File: src/rtl/jtag_tap_debug.sv
// Debug TAP: 1149.1 controller, IR, and BYPASS/IDCODE/DEBUG/HALT_CTRL data registers for CPU debug.
// Latency: state, capture, shift and update on posedge tck; tdo/tdo_en registered on negedge tck.
// Backpressure: none, the external debugger paces everything through tck/tms.
module jtag_tap_debug #(
    parameter int          IR_WIDTH   = 4,
    parameter int          DR_WIDTH   = 8,
    parameter logic [31:0] IDCODE_VAL = 32'h1DA5_C001
) (
    input  logic                tck,
    input  logic                trst_n,
    input  logic                tms,
    input  logic                tdi,
    output logic                tdo,
    output logic                tdo_en,
    input  logic                cpu_halted,
    output logic                halt_cpu,
    output logic [DR_WIDTH-1:0] debug_reg,
    output logic [3:0]          tap_state
);

    typedef enum logic [3:0] {
        TLR     = 4'd0,  RTI     = 4'd1,  SEL_DR  = 4'd2,  CAP_DR  = 4'd3,
        SH_DR   = 4'd4,  EX1_DR  = 4'd5,  PAU_DR  = 4'd6,  EX2_DR  = 4'd7,
        UPD_DR  = 4'd8,  SEL_IR  = 4'd9,  CAP_IR  = 4'd10, SH_IR   = 4'd11,
        EX1_IR  = 4'd12, PAU_IR  = 4'd13, EX2_IR  = 4'd14, UPD_IR  = 4'd15
    } tap_state_t;

    typedef enum logic [1:0] {SEL_BYP, SEL_ID, SEL_DBG, SEL_HALT} dr_sel_t;

    localparam logic [IR_WIDTH-1:0] IR_IDCODE = IR_WIDTH'(1);
    localparam logic [IR_WIDTH-1:0] IR_DEBUG  = IR_WIDTH'(2);
    localparam logic [IR_WIDTH-1:0] IR_HALT   = IR_WIDTH'(3);

    tap_state_t          state;
    logic [IR_WIDTH-1:0] ir;
    logic [IR_WIDTH-1:0] ir_sr;
    logic                byp_sr;
    logic [31:0]         id_sr;
    logic [DR_WIDTH-1:0] dbg_sr;
    logic [1:0]          halt_sr;
    dr_sel_t             dr_sel;
    logic                dr_lsb;

    function automatic tap_state_t tap_next(input tap_state_t s, input logic m);
        case (s)
            TLR:     return m ? TLR    : RTI;
            RTI:     return m ? SEL_DR : RTI;
            SEL_DR:  return m ? SEL_IR : CAP_DR;
            CAP_DR:  return m ? EX1_DR : SH_DR;
            SH_DR:   return m ? EX1_DR : SH_DR;
            EX1_DR:  return m ? UPD_DR : PAU_DR;
            PAU_DR:  return m ? EX2_DR : PAU_DR;
            EX2_DR:  return m ? UPD_DR : SH_DR;
            UPD_DR:  return m ? SEL_DR : RTI;
            SEL_IR:  return m ? TLR    : CAP_IR;
            CAP_IR:  return m ? EX1_IR : SH_IR;
            SH_IR:   return m ? EX1_IR : SH_IR;
            EX1_IR:  return m ? UPD_IR : PAU_IR;
            PAU_IR:  return m ? EX2_IR : PAU_IR;
            EX2_IR:  return m ? UPD_IR : SH_IR;
            UPD_IR:  return m ? SEL_DR : RTI;
            default: return TLR;
        endcase
    endfunction

    // Unassigned instruction codes fall back to BYPASS.
    always_comb begin
        dr_sel = SEL_BYP;
        if (ir == IR_IDCODE)     dr_sel = SEL_ID;
        else if (ir == IR_DEBUG) dr_sel = SEL_DBG;
        else if (ir == IR_HALT)  dr_sel = SEL_HALT;
    end

    always_comb begin
        dr_lsb = byp_sr;
        case (dr_sel)
            SEL_ID:   dr_lsb = id_sr[0];
            SEL_DBG:  dr_lsb = dbg_sr[0];
            SEL_HALT: dr_lsb = halt_sr[0];
            default:  dr_lsb = byp_sr;
        endcase
    end

    always_ff @(posedge tck or negedge trst_n) begin
        if (!trst_n) begin
            state     <= TLR;
            ir        <= IR_IDCODE;
            ir_sr     <= '0;
            byp_sr    <= 1'b0;
            id_sr     <= '0;
            dbg_sr    <= '0;
            halt_sr   <= '0;
            debug_reg <= '0;
            halt_cpu  <= 1'b0;
        end else begin
            state <= tap_next(state, tms);
            // debug_reg and halt_cpu survive a TMS reset so the CPU stays halted.
            case (state)
                TLR:    ir    <= IR_IDCODE;
                CAP_IR: ir_sr <= IR_WIDTH'(1);
                SH_IR:  ir_sr <= {tdi, ir_sr[IR_WIDTH-1:1]};
                UPD_IR: ir    <= ir_sr;
                CAP_DR: begin
                    case (dr_sel)
                        SEL_ID:   id_sr   <= IDCODE_VAL;
                        SEL_DBG:  dbg_sr  <= debug_reg;
                        SEL_HALT: halt_sr <= {cpu_halted, halt_cpu};
                        default:  byp_sr  <= 1'b0;
                    endcase
                end
                SH_DR: begin
                    case (dr_sel)
                        SEL_ID:   id_sr   <= {tdi, id_sr[31:1]};
                        SEL_DBG:  dbg_sr  <= {tdi, dbg_sr[DR_WIDTH-1:1]};
                        SEL_HALT: halt_sr <= {tdi, halt_sr[1]};
                        default:  byp_sr  <= tdi;
                    endcase
                end
                UPD_DR: begin
                    if (dr_sel == SEL_DBG)  debug_reg <= dbg_sr;
                    if (dr_sel == SEL_HALT) halt_cpu  <= halt_sr[0];
                end
                default: ;
            endcase
        end
    end

    always_ff @(negedge tck or negedge trst_n) begin
        if (!trst_n) begin
            tdo    <= 1'b0;
            tdo_en <= 1'b0;
        end else begin
            tdo_en <= (state == SH_IR) || (state == SH_DR);
            if (state == SH_IR)      tdo <= ir_sr[0];
            else if (state == SH_DR) tdo <= dr_lsb;
            else                     tdo <= 1'b0;
        end
    end

    assign tap_state = state;

endmodule

File: config.mk
export PLATFORM = sky130hd
export DESIGN_NAME = jtag_tap_debug
export DESIGN_NICKNAME = d
export VERILOG_FILES = /design/src/rtl/jtag_tap_debug.sv
export SDC_FILE = /design/constraint.sdc
export NUM_CORES = 1
export LEC_CHECK = 0
export CORE_ASPECT_RATIO = 1.25
export CORE_MARGIN = 1
export CORE_UTILIZATION = 36
export DETAILED_ROUTE_END_ITERATION = 16
export GPL_TIMING_DRIVEN = 0
export MAX_ROUTING_LAYER = met4
export PLACE_DENSITY = 0.54
export SETUP_SLACK_MARGIN = 0.3
export SLEW_MARGIN = 10
export SYNTH_ARGS = -nofsm -noshare
export SYNTH_HDL_FRONTEND = slang
export SYNTH_SLANG_ARGS = --single-unit
File: constraint.sdc
create_clock -name tck -period 1.6 [get_ports tck]
set_input_delay 0.48 -clock tck [delete_from_list [all_inputs] [get_ports tck]]
set_output_delay 0.48 -clock tck [all_outputs]
set_load 0.01 [all_outputs]
# Yosys cells after proc, flatten, opt, wreduce, memory -nomap -nowiden
# Index checks and enable logic that the tools add are counted.
[totals] elab_cells=88 in_bits=5 out_inout_bits=15 register_bits=66
[op_classes] n_mux=33 n_eq_ne=29 n_reduce_logical=15
[op_table] cell="32-bit 2-to-1 mux" count=2
[op_table] cell="32-bit case mux with 2 select lines" count=1
[op_table] cell="4-bit case mux with 12 select lines" count=1
[op_table] cell="4-bit equality test (second input constant)" count=8
[op_table] cell="4-bit by 2-bit equality test with 1-bit output (second input constant)" count=4
[op_table] cell="4-bit by 3-bit equality test with 1-bit output (second input constant)" count=4
[op_table] cell="2-bit 2-to-1 mux" count=8
[op_table] cell="4-bit 2-to-1 mux" count=4
[op_table] cell="8-bit 2-to-1 mux" count=2
[op_table] cell="4-bit case mux with 2 select lines" count=2
[op_table] cell="8-bit case mux with 2 select lines" count=1
[op_table] cell="2-bit != test (second input constant)" count=7
[op_table] cell="3-bit AND reduction" count=4
[op_table] cell="4-bit by 1-bit equality test with 1-bit output (second input constant)" count=2
[op_table] cell="1-bit 2-to-1 mux" count=7
[op_table] cell="3-bit 2-to-1 mux" count=2
[op_table] cell="2-bit nonzero test" count=3
[op_table] cell="3-bit OR reduction" count=2
[op_table] cell="2-bit equality test (second input constant)" count=2
[op_table] cell="4-bit zero test" count=1
[op_table] cell="2-bit case mux with 2 select lines" count=1
[op_table] cell="2-bit AND reduction" count=2
[op_table] cell="2-bit OR reduction" count=2
[op_table] cell="1-bit case mux with 3 select lines" count=1
[op_table] cell="4 further kinds" count=4

# Logic depth before layout (Yosys ltp)
# Gate-level depths: netlist (run 1).
[depth] depth_word=8 mapped_depth=6 depth_no_buf=4

==> impl_metrics.py, run 1 <==
metrics = {
    "status": {
        "outcome": "finished with violations",
        "violations": "negative setup slack",
    },
    "floorplan": {
        "rows": 35,
        "core_area_mm2": 0.007488,
        "die_area_mm2": 0.008180,
        "chipHeight_um": 100.9,
        "io-pin-count": 20,
        "fp.dieW_um": 81.10,
        "initial_utilization_pct": 37.59,
    },
    "global_route": {
        "use_met2_pct": 28.05,
        "track_usage_pct": 17.99,
        "antenna_found_initial": 0,
        "overflow": 0,
        "top_usage_layer": "met2",
        "grt_max_degree": 45,
        "use_met1_pct": 22.81,
        "grt_pass1_wl_mm": 10.63,
        "grt_pass1_vias": 2169,
        "grt_use_met3_pct": 3.529,
    },
    "logic_synthesis": {
        "avgSynthCellArea_um2": 11.54,
        "syn_nets": 249,
        "yosys.area.top_type": "dfrtp_1",
        "ys_warn_count": 0,
        "syn-cell-area_mm2": 0.002815,
        "yosysSeqAreaShare_pct": 58.71,
        "yosysUniqueCellTypes": 41,
        "synthTopCellsByArea": "dfrtp_1, a22o_1, mux2_2",
        "syn_inst": 244,
        "synthArstFlopShare_pct": 100.0,
        "synth_edf_count": 0,
        "ys_ff_latch": 66,
        "synth_top_area_share_pct": 56.00,
        "synthFlopType": "dfrtp_1",
    },
    "sta": {
        "finalSetupViolations": 54,
        "rsz0062_at_grt": "true",
        "drv_slew": 0,
        "fin_ws_ns": -0.5597,
        "timing.final.hold_violations": 0,
        "skew_ns": 0.01742,
        "slew_headroom_pct": 75.35,
        "fin_tns_setup_ns": -16.42,
        "worstMarginPinSlew_ns": 0.3683,
    },
    "critical_path": {
        "r2r_end": "tdo",
        "cp-start-kind": "flop",
        "crit_required_ns": 0.95,
        "worstRegToRegCells": 5,
        "end_kind": "flop",
        "arrival_ns": 1.51,
        "crit_start": "ir[0]",
        "critPathMaxFanout": 4,
        "r2r-start": "ir[0]",
        "r2r_slack_ns": -0.56,
        "path_class": "flop to flop",
    },
    "detailed_routing": {
        "vias": 2197,
        "routed_wl_mm": 6.606,
        "wl_per_cell_um": 15.62,
        "drtPass1Iterations": 4,
        "drtAntennaViolNets": 0,
        "drt_iter0_markers": 72,
        "vias_per_cell": 5.194,
        "drcViolationCount": 0,
    },
    "finish": {
        "finalNonFillerCells": 423,
        "regArea_mm2": 0.001657,
        "antenna_cells": 0,
        "fin_nets": 331,
        "multi_input_area_mm2": 0.001323,
        "nFillCells": 626,
        "area_delta_synth_final_pct": 50.93,
        "drive_gt1_share_pct": 51.36,
        "largest_reg_flops": 32,
        "final_area_mm2": 0.004249,
    },
    "clock_network": {
        "clk_pin_slew_ns": 0.07,
        "cts_sinks": 66,
        "cts_buffer_depth": 2,
        "cts_tree": "yes",
        "cts_root_buf": "clkbuf_8",
        "cts_inserted_buffers": 9,
        "insertion_delay_ns": 0.34,
        "htree_levels": 3,
        "hold_buffers": 0,
    },
    "power": {
        "p_total_uw": 7636,
        "irDropWorstVdd_uv": 918.8,
        "p_per_area_mw_per_mm2": 1797,
        "p_leak_uw": 0.001952,
    },
    "worst_hold_path": {
        "hold_class": "primary input to asynchronous set/reset pin",
    },
    "place": {
        "placed_cells": 356,
        "place_area_mm2": 0.003268,
        "place.gp.congestion": 0.7880,
        "dp_hpwl_mm": 3.750,
        "dp_slack_ns": -0.6003,
        "port-buffer-count": 19,
    },
    "flow_run": {
        "maxCapViolations": 0,
    },
}
## cells in the mapped netlist, types with 3 or more instances
| master | number |
|---|---|
| o22a_1 | 11 |
| dfrtp_1 | 63 |
| o21ai_0 | 21 |
| mux2_2 | 10 |
| nand2b_1 | 3 |
| nor2_1 | 9 |
| buf_2 | 6 |
| nand2_1 | 22 |
| inv_1 | 5 |
| clkbuf_1 | 9 |
| a21oi_1 | 14 |
| mux2i_1 | 8 |
| a22o_1 | 20 |
| o22ai_1 | 4 |
## critical path, stage by stage, from the launching register on
cell     delay, ns
dfstp_2       0.37
buf_8         0.11
buf_4         0.13
o21a_1        0.18
o21ai_0       0.25
o32ai_2       0.13
## area by class of cell
type	count	area share [%]
Buffer	18	4.888
Inverter	5	0.4417
Tap cell	92	2.709
Multi-Input combinational cell	155	31.12
Sequential cell	66	38.99
Clock buffer	9	2.915
Timing Repair Buffer	71	15.99
Clock inverter	7	2.945
## cells by family (layout without fill, tap and decap cells)
kind of cell              Yosys count  after routing  synth area share, %
AOI/OAI and AO/OA                  81             81                20.00
xor gates and xnor gates            1              1               0.3112
buffers and inverters              23            110                3.867
muxes                              18             18                6.845
and+or+nand+nor                    55             55                10.27
DFF                                66             66                58.71
## per-stage QoR
stage / hold slack (ns) / util [%]
final: 0.03945 / 56.74
after global routing: 0.04871 / 56.74
after CTS: 0.03550 / 54.30
after detailed placement: 0.4045 / 43.64
after global placement: 0.4684 / 43.31
after floorplan: 0.1844 / -
## worst max path at each step
| stage | endpoint | slack [ns] |
|---|---|---|
| final | tdo | -0.56 |
| after global routing | tdo | -0.59 |
| after CTS | tdo | -0.55 |
| after detailed placement | tdo | -0.60 |
| after global placement | tdo | -2.88 |
| after floorplan | tdo | -0.46 |
## cells in the final DEF, fill, tap and decap left out, drive strengths merged, types with 3 or more instances in the layout
cell type and instances:
a21oi 14, a22o 20, buf 79, bufinv 3
clkbuf 16, clkdlybuf4s50 3, clkinv 3, dfrtp 63
inv 6, mux2 10, mux2i 8, nand2 22
nand2b 3, nor2 9, o21ai 22, o22a 11
o22ai 4, or2 4
## per-layer routing
metal / up-vias / wire length [um]
met1: 1097 / 2938
li1: 1063 / -
met3: 9 / 122
met2: 28 / 3456
met5: - / 0
met4: 0 / 89
## power breakdown
part / total [uW] / internal (uW) / switching [uW]
Clock: 1720 / 1050 / 668
Sequential: 2440 / 2130 / 311
Combinational: 3480 / 1900 / 1580
## timing repair
item | in CTS | in global routing
endpoints found under the setup margin | 78 | 81
gates resized for setup | 147 | 36
setup buffers | 39 | 6
pin swaps | 42 | 12
endpoints found under the hold margin | 0 | 0
cloned | 5 | 1
Note: power is estimated with default switching activity, not from simulation.
==> inputs of run 2 (changes only) <==
--- a/config.mk
+++ b/config.mk
@@ -10,9 +10,10 @@
 export CORE_UTILIZATION = 36
 export DETAILED_ROUTE_END_ITERATION = 16
 export GPL_TIMING_DRIVEN = 0
+export HOLD_SLACK_MARGIN = 0.06
 export MAX_ROUTING_LAYER = met4
 export PLACE_DENSITY = 0.54
-export SETUP_SLACK_MARGIN = 0.3
+export SETUP_SLACK_MARGIN = 0.15
 export SLEW_MARGIN = 10
 export SYNTH_ARGS = -nofsm -noshare
 export SYNTH_HDL_FRONTEND = slang
==> run 2 against run 1 <==
Compared with the run above: the run still ends with negative setup slack left; sequential cell count unchanged; utilization fell by 6.0 points; largest cell class unchanged; register-to-register slack got worse by 0.02 ns; critical endpoint unchanged; largest power group unchanged; global-route usage shrank 0.97 points; critical path depth down 1; die area is the same; clock-buffer cell count grew 1; non-clock buffer count decreased by 21.
==> impl_metrics.py, run 2 (same netlist as run 1, synthesis figures left out) <==
metrics = {
    "finish": {
        "drive_gt1_share_pct": 39.35,
        "area_delta_synth_final_pct": 35.02,
        "multi_input_area_mm2": 0.001205,
        "final_common_cell": "dfrtp_1",
        "regArea_mm2": 0.001657,
        "antenna_cells": 0,
        "finalNonFillerCells": 402,
        "largest_reg_flops": 32,
        "nFillCells": 681,
        "fin_nets": 310,
        "layout_common_cells": "dfrtp_1, buf_4, a22o_1, buf_6",
    },
    "detailed_routing": {
        "vias": 2097,
        "drt_iter0_markers": 93,
        "drtPass1Iterations": 4,
        "routed_wl_mm": 6.137,
        "wl_per_cell_um": 15.27,
        "drtAntennaViolNets": 0,
        "drcViolationCount": 0,
        "vias_per_cell": 5.216,
    },
    "global_route": {
        "grt_pass1_wl_mm": 9.977,
        "track_usage_pct": 17.02,
        "grt_max_degree": 60,
        "antenna_found_initial": 0,
        "overflow": 0,
        "grt_pass1_vias": 2079,
    },
    "place": {
        "dp_slack_ns": -0.6489,
        "place.gp.congestion": 0.8087,
        "placed_cells": 356,
        "dp_hpwl_mm": 3.569,
        "port-buffer-count": 19,
    },
    "floorplan": {
        "chipHeight_um": 100.9,
        "die_area_mm2": 0.008180,
        "initial_utilization_pct": 37.59,
        "fp.dieW_um": 81.10,
        "core_area_mm2": 0.007488,
        "io-pin-count": 20,
        "rows": 35,
    },
    "status": {
        "violations": "negative setup slack",
        "outcome": "finished with violations",
    },
    "power": {
        "p_total_uw": 6588,
        "p_per_area_mw_per_mm2": 1733,
        "irDropWorstVdd_uv": 876.2,
        "p_leak_uw": 0.001751,
    },
    "clock_network": {
        "clk_pin_slew_ns": 0.07,
        "cts_root_buf": "clkbuf_8",
        "cts_buffer_depth": 2,
        "cts_sinks": 66,
        "cts_inserted_buffers": 9,
        "cts_tree": "yes",
        "insertion_delay_ns": 0.34,
        "htree_levels": 3,
    },
    "sta": {
        "finalSetupViolations": 53,
        "slew_headroom_pct": 72.82,
        "fin_ws_ns": -0.5757,
        "timing.hold.ws_ns": 0.1494,
        "skew_ns": 0.01680,
        "drv_slew": 0,
        "timing.final.hold_violations": 0,
        "worstMarginPinSlew_ns": 0.4073,
        "rsz0062_at_grt": "true",
    },
    "worst_hold_path": {
        "hold_class": "primary input to asynchronous set/reset pin",
    },
    "critical_path": {
        "crit_required_ns": 0.96,
        "end_kind": "flop",
        "arrival_ns": 1.53,
        "cp-start-kind": "flop",
        "critPathMaxFanout": 5,
        "path_class": "flop to flop",
    },
    "flow_run": {
        "maxCapViolations": 0,
    },
}
[run 2: changes by cell type in the layout (fill, tap and decap cells not counted), moves of 9 or more]
cell     change
buf_6       -16
nand2_2      -9
o21ai_0     +13
o21ai_1     -10
[run 2: area by class of cell]
type | instances | area share [%]
Buffer | 18 | 4.608
Clock buffer | 10 | 3.621
Clock inverter | 6 | 1.712
Inverter | 5 | 0.4937
Multi-Input combinational cell | 155 | 31.70
Sequential cell | 66 | 43.58
Tap cell | 92 | 3.028
Timing Repair Buffer | 50 | 11.26
[run 2: timing repair]
action / in CTS / in global routing
resized for setup: 89 / 38
cloned: 4 / 0
setup endpoints to repair: 81 / 69
pin swaps: 26 / 13
hold buffers: 1 / 0
hold endpoints to repair: 6 / 0
setup buffers: 17 / 8
[run 2: path summary, 6_finish.rpt]
kind                       cells past startpoint         to  slack [ns]      start
setup / recovery                               4        tdo       -0.58      ir[0]
setup reg to reg                               4        tdo       -0.58      ir[0]
max in group asynchronous                      2        tdo        0.48     trst_n
hold reg to reg                                1  id_sr[21]        0.49  id_sr[21]
hold / removal                                 2   id_sr[7]        0.15     trst_n
min in group tck                               1  id_sr[21]        0.49  id_sr[21]
[run 2: per-layer routing]
layer | routed length, um | GRT usage, %
met1 | 2813 | 21.51
met2 | 3088 | 25.66
met3 | 156 | 3.801
met4 | 78 | 8.242
met5 | 0 | -
[run 2: critical path, cell delays in order, from the launching register on]
cell	delay, ns
dfstp_2	0.54
buf_8	0.10
mux2_4	0.30
a21oi_4	0.16
o32ai_2	0.08
[run 2: power by group]
group | leakage, uW | switching [uW] | total (uW) | internal [uW]
Combinational | 0.000803 | 1340 | 2740 | 1400
Sequential | 0.000845 | 292 | 2420 | 2130
Clock | 0.000103 | 662 | 1430 | 764
[run 2: stage by stage]
| stage | utilization, % | setup TNS [ns] | cell area, um2 |
|---|---|---|---|
| finish | 50.76 | -13.47 | 3801 |
| CTS | 48.62 | -15.40 | 3641 |
| global placement | 42.86 | -160.62 | 3209 |
| floorplan | - | -3.928 | 2904 |
| global route | 50.76 | -17.80 | 3801 |
| detailed placement | 43.19 | -12.16 | 3234 |
==> inputs of run 3 (changes only) <==
--- a/config.mk
+++ b/config.mk
@@ -12,9 +12,10 @@
 export GPL_TIMING_DRIVEN = 0
 export HOLD_SLACK_MARGIN = 0.06
 export MAX_ROUTING_LAYER = met4
-export PLACE_DENSITY = 0.54
+export PLACE_DENSITY = 0.52
 export SETUP_SLACK_MARGIN = 0.15
 export SLEW_MARGIN = 10
 export SYNTH_ARGS = -nofsm -noshare
 export SYNTH_HDL_FRONTEND = slang
 export SYNTH_SLANG_ARGS = --single-unit
+export TNS_END_PERCENT = 50
==> constraint.sdc (replaced) <==
create_clock -name tck -period 2.5 [get_ports tck]
set_input_delay 0.75 -clock tck [delete_from_list [all_inputs] [get_ports tck]]
set_output_delay 0.75 -clock tck [all_outputs]
set_load 0.01 [all_outputs]
==> run 3 against run 2 <==
Compared with the run above: utilization shrank 5.3 points; critical endpoint is now tdo; global-route usage fell by 0.98 points; clock-buffer cell count is 2 higher; final cell count is 7.5% lower; final area decreased by 10%; the flow still finishes with violations (negative setup slack); largest power group is now sequential cells; highest routed layer unchanged; clock power decreased by 29%; critical path type is now flop to output port.
==> impl_metrics.py, run 3 (same netlist as run 1, synthesis figures left out) <==
metrics = {
    "status": {
        "outcome": "finished with violations",
        "violations": "negative setup slack",
    },
    "power": {
        "p_sw_uw": 1278,
        "irDropWorstVdd_uv": 433.0,
        "pwr-share-comb_pct": 33.4,
        "clockPowerShare_pct": 26.4,
        "p_leak_uw": 0.001500,
        "swShare_pct": 33.27,
        "pwr-share-seq_pct": 40.2,
        "p_int_uw": 2564,
        "p_per_area_mw_per_mm2": 1128,
    },
    "floorplan": {
        "core_area_mm2": 0.007488,
        "rows": 35,
        "chipHeight_um": 100.9,
        "initial_utilization_pct": 37.59,
        "die_area_mm2": 0.008180,
        "fp.dieW_um": 81.10,
        "io-pin-count": 20,
    },
    "critical_path": {
        "crit_start": "tdo",
        "critical-path-max-stage-delay_ns": 0.39,
        "worstRegToRegCells": 4,
        "crit_required_ns": 1.75,
        "r2r_end": "tdo",
        "end_kind": "output port",
        "cp-start-kind": "flop",
        "path_delay_family": "flip-flops",
        "cp_slowest_cell": "dfrtn_1",
        "worstPathCellList": "buf_2",
        "critPathMaxFanout": 1,
        "r2r_slack_ns": -0.12,
        "path_buf_inv": 1,
        "r2r-start": "tap_state[1]",
        "path_class": "flop to output port",
        "arrival_ns": 2.09,
    },
    "finish": {
        "finalNonFillerCells": 372,
        "area_delta_synth_final_pct": 21.02,
        "final_common_cell": "dfrtp_1",
        "nFillCells": 717,
        "drive_gt1_share_pct": 17.14,
        "antenna_cells": 0,
        "layout_common_cells": "dfrtp_1, nand2_1, o21ai_0, a22o_1, clkdlybuf4s50_1",
        "regArea_mm2": 0.001655,
        "fin_nets": 280,
        "largest_reg_flops": 32,
        "multi_input_area_mm2": 0.001070,
    },
    "global_route": {
        "grt_max_degree": 49,
        "overflow": 0,
        "track_usage_pct": 16.04,
        "antenna_found_initial": 0,
        "grt_pass1_vias": 1943,
        "grt_pass1_wl_mm": 9.501,
    },
    "detailed_routing": {
        "drcViolationCount": 0,
        "drtAntennaViolNets": 0,
        "routed_wl_mm": 5.547,
        "drt_iter0_markers": 74,
        "drtPass1Iterations": 4,
        "vias_per_cell": 5.220,
        "vias": 1942,
        "wl_per_cell_um": 14.91,
    },
    "place": {
        "placed_cells": 356,
        "dp_slack_ns": -0.4167,
        "dp_hpwl_mm": 3.649,
        "port-buffer-count": 19,
        "place.gp.congestion": 0.7812,
    },
    "clock_network": {
        "cts_buffer_depth": 2,
        "cts_root_buf": "clkbuf_8",
        "insertion_delay_ns": 0.34,
        "cts_tree": "yes",
        "clk_pin_slew_ns": 0.08,
        "htree_levels": 3,
        "cts_inserted_buffers": 9,
        "cts_sinks": 66,
    },
    "worst_hold_path": {
        "hold_class": "primary input to asynchronous set/reset pin",
    },
    "sta": {
        "timing.hold.ws_ns": 0.2774,
        "fin_tns_setup_ns": -0.7913,
        "skew_ns": 0.01729,
        "rsz0062_at_grt": "true",
        "fin_ws_ns": -0.3390,
        "timing.final.hold_violations": 0,
        "finalSetupViolations": 4,
        "drv_slew": 0,
        "slew_headroom_pct": 67.48,
        "worstMarginPinSlew_ns": 0.4845,
    },
    "flow_run": {
        "maxCapViolations": 0,
    },
}
-- run 3: cell types whose count changed in the layout (fill, tap and decap cells not counted), moves of 3 or more --
cell and change:
a21oi_1 +3, nor2_1 +4, buf_2 -8, clkdlybuf4s50_1 +13, nand2_1 +5, buf_6 -14, clkbuf_1 +8, clkbuf_2 -3
nor2_4 -3, nand2_4 -3, o21ai_0 +3, buf_4 -20
-- run 3: layer usage --
layer	global-route usage (%)	vias to the layer above	wire length, um
li1	-	957	-
met1	20.74	955	2667
met2	23.46	21	2668
met3	3.258	9	111
met4	8.654	0	99
met5	-	-	0
-- run 3: how the worst max path moves through the flow --
stage,end,cells after the start
CTS,tdo,1
finish,tdo,1
global route,tdo,1
global placement,tdo,1
detailed placement,tdo,1
floorplan,tdo,4
-- run 3: repair_timing --
| item | in CTS | in global routing |
|---|---|---|
| setup endpoints to repair | 4 | 4 |
| gates cloned | 0 | 0 |
| hold buffers | 0 | 0 |
| endpoints found under the hold margin | 0 | 0 |
| gates resized for setup | 9 | 2 |
| pin swaps | 1 | 0 |
| setup buffers | 0 | 0 |
-- run 3: cell type report --
type / count / area share, %
buffer: 18 / 3.342
clock buffer: 12 / 4.554
clock inverter: 4 / 2.167
inverter: 5 / 0.5509
multi-input combinational: 155 / 31.40
sequential: 66 / 48.59
tap: 92 / 3.379
timing repair buffer: 20 / 6.023
-- run 3: stage by stage --
stage / utilization (%) / area, um2 / total power (uW)
after floorplan: - / 2853 / 2472
after global placement: 42.17 / 3158 / 2836
after detailed placement: 42.51 / 3183 / 2856
after CTS: 45.48 / 3406 / 3883
after global routing: 45.50 / 3407 / 4101
final: 45.50 / 3407 / 3842
-- run 3: power groups by stage --
stage / registers, uW / logic [uW] / clock network [uW]
after floorplan: 1540 / 932 / 0
after global routing: 1580 / 1430 / 1090
after detailed placement: 1560 / 1290 / 0
after global placement: 1560 / 1270 / 0
after CTS: 1550 / 1290 / 1050
final: 1540 / 1280 / 1020
